`config.mk`:
```
export PLATFORM = sky130hd
export DESIGN_NAME = fetch_pipe_ctrl
export DESIGN_NICKNAME = d
export VERILOG_FILES = /design/src/rtl/core_pkg.sv /design/src/rtl/fetch_pipe_ctrl_stall_seq.sv /design/src/rtl/fetch_pipe_ctrl.sv
export SDC_FILE = /design/constraint.sdc
export NUM_CORES = 1
export LEC_CHECK = 0
export CAP_MARGIN = 0
export CORE_UTILIZATION = 35
export CTS_BUF_LIST = sky130_fd_sc_hd__clkbuf_8
export DETAILED_ROUTE_END_ITERATION = 6
export GPL_TIMING_DRIVEN = 0
export PLACE_DENSITY_LB_ADDON = 0.2
export REMOVE_ABC_BUFFERS = 1
export SYNTH_ARGS = -nofsm -noshare
export SYNTH_HDL_FRONTEND = slang
export SYNTH_SLANG_ARGS = --single-unit
export TNS_END_PERCENT = 100
```
`constraint.sdc`:
```
create_clock -name clk -period 9.8 [get_ports clk]
set_input_delay 2.94 -clock clk [delete_from_list [all_inputs] [get_ports clk]]
set_output_delay 2.94 -clock clk [all_outputs]
set_load 0.01 [all_outputs]
```
`src/rtl/core_pkg.sv`:
```
// Shared constants and types for the RV32 front-end pipeline.
package core_pkg;

  localparam int unsigned XLEN = 32;
  localparam logic [XLEN-1:0] PC_STEP = 32'd4;

  // Bubble encoding; downstream hazard logic treats all-zero as a no-op.
  localparam logic [XLEN-1:0] NOP_IR = 32'h0000_0000;

  // Interlock phase; 2'b11 is unreachable and recovers to IDLE.
  typedef enum logic [1:0] {
    IDLE  = 2'b00,
    HOLD1 = 2'b01,
    HOLD2 = 2'b10
  } stall_state_t;

endpackage

```
`src/rtl/fetch_pipe_ctrl_stall_seq.sv`:
```
// Interlock phase counter: every load-use interlock spans exactly two bubble cycles.
module stall_seq
  import core_pkg::*;
(
  input  logic       clk,
  input  logic       rst,
  input  logic       stall,
  input  logic       flush,
  output logic [1:0] stall_counter
);

  stall_state_t state_q, state_d;

  // State register.
  always_ff @(posedge clk or posedge rst) begin
    if (rst) begin
      state_q <= IDLE;
    end else begin
      state_q <= state_d;
    end
  end

  // Next-state: a redirect aborts any interlock in progress.
  always_comb begin
    state_d = IDLE;
    if (flush) begin
      state_d = IDLE;
    end else begin
      unique case (state_q)
        IDLE:    state_d = stall ? HOLD1 : IDLE;
        HOLD1:   state_d = HOLD2;
        // A fresh hazard here cannot really occur (bubble in ID/EX) but is handled anyway.
        HOLD2:   state_d = stall ? HOLD1 : IDLE;
        default: state_d = IDLE;
      endcase
    end
  end

  // Output: the counter is the registered state itself.
  always_comb begin
    stall_counter = state_q;
  end

endmodule

```
`src/rtl/fetch_pipe_ctrl.sv`:
```
// Front-end pipeline control: PC, IF/ID register and the instruction half of ID/EX.
module fetch_pipe_ctrl
  import core_pkg::*;
#(
  parameter logic [XLEN-1:0] RESET_PC = 32'h0000_0000,
  parameter logic [XLEN-1:0] NOP_IR   = core_pkg::NOP_IR
) (
  input  logic            clk,
  input  logic            rst,
  input  logic            stall,
  input  logic [XLEN-1:0] imem_rdata,
  input  logic            branch_taken,
  input  logic [XLEN-1:0] branch_target,
  output logic [XLEN-1:0] pc,
  output logic [XLEN-1:0] if_id_ir,
  output logic [XLEN-1:0] if_id_pc,
  output logic [XLEN-1:0] id_ex_ir,
  output logic [XLEN-1:0] id_ex_pc,
  output logic [1:0]      stall_counter
);

  // Pipeline registers; redirect has priority over interlock.
  always_ff @(posedge clk or posedge rst) begin
    if (rst) begin
      pc       <= RESET_PC;
      if_id_ir <= NOP_IR;
      if_id_pc <= '0;
      id_ex_ir <= NOP_IR;
      id_ex_pc <= '0;
    end else if (branch_taken) begin
      // Low bits dropped silently; misalignment is not trapped here.
      pc       <= {branch_target[XLEN-1:2], 2'b00};
      if_id_ir <= NOP_IR;
      if_id_pc <= '0;
      id_ex_ir <= NOP_IR;
      id_ex_pc <= '0;
    end else if (stall) begin
      // Hold fetch and IF/ID, inject a bubble into ID/EX.
      id_ex_ir <= NOP_IR;
      id_ex_pc <= '0;
    end else begin
      pc       <= pc + PC_STEP;
      if_id_ir <= imem_rdata;
      if_id_pc <= pc;
      id_ex_ir <= if_id_ir;
      id_ex_pc <= if_id_pc;
    end
  end

  stall_seq u_stall_seq (
    .clk           (clk),
    .rst           (rst),
    .stall         (stall),
    .flush         (branch_taken),
    .stall_counter (stall_counter)
  );

endmodule

```
==> summary.md, run 1 <==
| Metric | Value |
|---|---|
| Tot Pwr | `1.45 mW` |
| CTS clk-pin slew, worst paths | `0.09 ns` |
| Number of synthesized flops with an enable pin | `0` |
| Post-synth top flop | `dfrtp_1` |
| Sequential area share after synthesis | `62.0%` |
| CTS Hold Bufs | `0` |
| P&R area growth vs syn | `45.6%` |
| Post-CTS Setup Repair Bufs | `0` |
| Yosys cell types | `40` |
| Initial Util | `35.6%` |
| Worst-margin pin slew | `0.700 ns` |
| Final worst path period share | `51.1%` |
| Critical path launch point type | `input pin` |
| Input/output buffers | `225` |
| Crit path kind | `in2reg` |
| WL met3 | `1.01 mm` |
| Core area | `17900 um^2` |
| F_max | `200 MHz` |
| First-pass GRT wire length | `25.6 mm` |
| Nets@finish | `829` |
| DP HPWL | `11.2 mm` |
| Area of the mapped netlist | `6380 um^2` |
| Unrepaired setup endpoints after global routing | `false` |
| Clock Path Buffers | `2` |
| Max-cap violation count | `0` |
| Async SR Flop Fraction | `100%` |
| Final hold viol count | `0` |
| CTS Buf Count | `17` |
| Hold WC Path Type | `reg2reg` |
| Worst hold margin | `0.443 ns` |
| # DRC | `0` |
| Crit path DAT | `5.36 ns` |
| FILL cells | `1593` |
| Largest net degree at the start of global routing | `89` |
| CTS resizes | `0` |
| Status | `finished clean` |
| Met2 wire length | `7.90 mm` |
| CTS tree | `built` |
| P_leak | `4.15 nW` |
| Grt ovf | `0` |
| Die width | `137 um` |
| Wire per inst | `16.6 um` |
| PwrDens | `156 nW/um^2` |
| Number of global-route vias before repair | `4771` |
| CTS Sinks | `158` |
| Placer congestion estimate | `0.763` |
| Vias per inst | `4.83` |
| Worst EP required | `10.15 ns` |
| Clk_skew | `0.00837 ns` |
| Critical Path End Type | `flip-flop` |
| Top Layer Used | `met4` |
| Synth Register Bits | `158` |
| Post-Synthesis Cells | `548` |
| YS warnings | `0` |
| 1st-pass router iterations | `5` |
| CP max FO | `50` |
| Syn_area_per_cell | `11.6 um^2` |
| VDD IR-drop max | `0.0843 mV` |
| Routed vias | `4843` |
| Die area | `18800 um^2` |
| Antenna viol nets, final | `0` |
| Routed Wire Length | `16.6 mm` |
| Initial antenna violation count | `0` |
| Max-slew headroom | `52.7%` |
| H-tree levels | `4` |
| I/O Pins | `230` |
| Skew-Pair Late Insertion Delay | `0.45 ns` |
| Most common cell after layout, fill and taps aside | `clkdlybuf4s50_1` |
| Slew Limit Fails | `0` |
| Overall routing resource usage | `17.9%` |
| Final setup vio count | `0` |
| Final Critical Period | `5.01 ns` |
| Die H | `137 um` |
| Met1 Wirelength | `7.55 mm` |
| Number of diodes | `0` |
| Root Driver | `clkbuf_8` |
| Layout cells sized above 1 | `5.69%` |
| Initial DRC Count | `214` |
| Num rows | `49` |
| Commonest cells after routing, fill and taps aside | `clkdlybuf4s50_1, dfrtp_1, nor2_1` |
metal layers:
layer / GRT usage, % / vias to the layer above
li1: - / 2279
met1: 23.7 / 2394
met2: 28.0 / 158
met3: 4.89 / 12
met4: 6.47 / 0
met5: 0 / -
sequential cells by signal (all words and copies together), names as in the netlist:
register,count
pc,30
id_ex_ir,32
id_ex_pc,31
if_id_pc,31
u_stall_seq.stall_counter,2
if_id_ir,32
worst max-delay path, cell delays in order:
cell	delay [ns]
buf_4	0.24
buf_16	0.27
nand3b_1	0.44
or3_1	0.61
or4_1	0.53
a221oi_1	0.26
layout make-up:
class | count | area (um^2) | area share (%)
inverter | 9 | 38.8 | 0.418
clock buffer | 17 | 234 | 2.52
multi-input combinational | 345 | 2240 | 24.1
sequential | 158 | 3950 | 42.6
timing repair buffer | 229 | 2350 | 25.3
clock inverter | 15 | 185 | 1.99
tap | 229 | 287 | 3.09
synthesized netlist by cell type, drive strengths merged (3+ instances only):
master	count	area [um^2]
xnor2	14	123
and2	63	394
o21ai	17	85.1
inv	9	33.8
nand4	7	50.1
nor3	3	15.0
o31ai	5	37.5
dfrtp	158	3950
clkbuf	23	86.3
nor2	76	285
nand2	27	101
mux2i	64	641
or4	12	93.8
buf	14	78.8
or3	3	18.8
nand3	13	65.1
and4	3	26.3
a31oi	8	50.1
o211ai	4	30.0
nor4	5	31.3
power breakdown:
| group | total (mW) | switching, mW | internal [mW] |
|---|---|---|---|
| registers | 0.721 | 0.0360 | 0.685 |
| logic | 0.213 | 0.0957 | 0.118 |
| clock network | 0.514 | 0.258 | 0.256 |
| total | 1.45 | 0.390 | 1.06 |
cell families (layout without fill, tap and decap cells):
kind of cell,after synthesis,after routing,share of synthesized area [%]
AO/OA/AOI/OAI,38,38,3.73
adder cells (fa/ha/maj),1,1,0.196
AND/OR/NAND/NOR,224,224,18.7
other,1,2,0.0588
buffers and inverters,46,270,3.12
multiplexers,65,65,10.2
XOR/XNOR,15,15,2.06
flip-flops,158,158,62.0
metrics by stage:
stage | utilization, % | setup TNS, ns | setup WS, ns | cells | cell area [um^2]
finish | 51.9 | 0 | 4.79 | 1002 | 9290
global placement | 48.9 | -74.19 | -1.19 | 966 | 8760
detailed placement | 49.5 | 0 | 4.37 | 970 | 8870
floorplan | - | 0 | 2.60 | 512 | 6220
global route | 51.9 | 0 | 4.77 | 1002 | 9290
CTS | 51.9 | 0 | 4.86 | 1002 | 9290
final timing paths:
kind | endpoint | startpoint | depth (start not counted) | slack (ns)
setup / recovery | pc[28] | stall | 6 | 4.79
hold / removal | u_stall_seq.stall_counter[1] | u_stall_seq.stall_counter[1] | 1 | 0.44
setup reg to reg | pc[28] | pc[2] | 5 | 7.32
hold reg to reg | u_stall_seq.stall_counter[1] | u_stall_seq.stall_counter[1] | 1 | 0.44
max in group asynchronous | pc[29] | rst | 3 | 5.94
min in group asynchronous | id_ex_ir[2] | rst | 2 | 2.95
(Power assumes the default switching activity.)
==> inputs of run 2 (changes only) <==
==> constraint.sdc (replaced) <==
create_clock -name clk -period 4.1 [get_ports clk]
set_input_delay 1.23 -clock clk [delete_from_list [all_inputs] [get_ports clk]]
set_output_delay 1.23 -clock clk [all_outputs]
set_load 0.01 [all_outputs]
==> results of run 2 <==
Same layout as run 1 (identical final DEF). Status: finished clean.
Among the figures that moved: setup slack after placement 4.37 ns -> 0.376 ns; setup slack after layout 4.79 ns -> 0.799 ns; register-to-register setup slack 7.32 ns -> 1.62 ns; total power 1.45 mW -> 3.46 mW; worst IR drop on VDD 0.0843 mV -> 0.202 mV
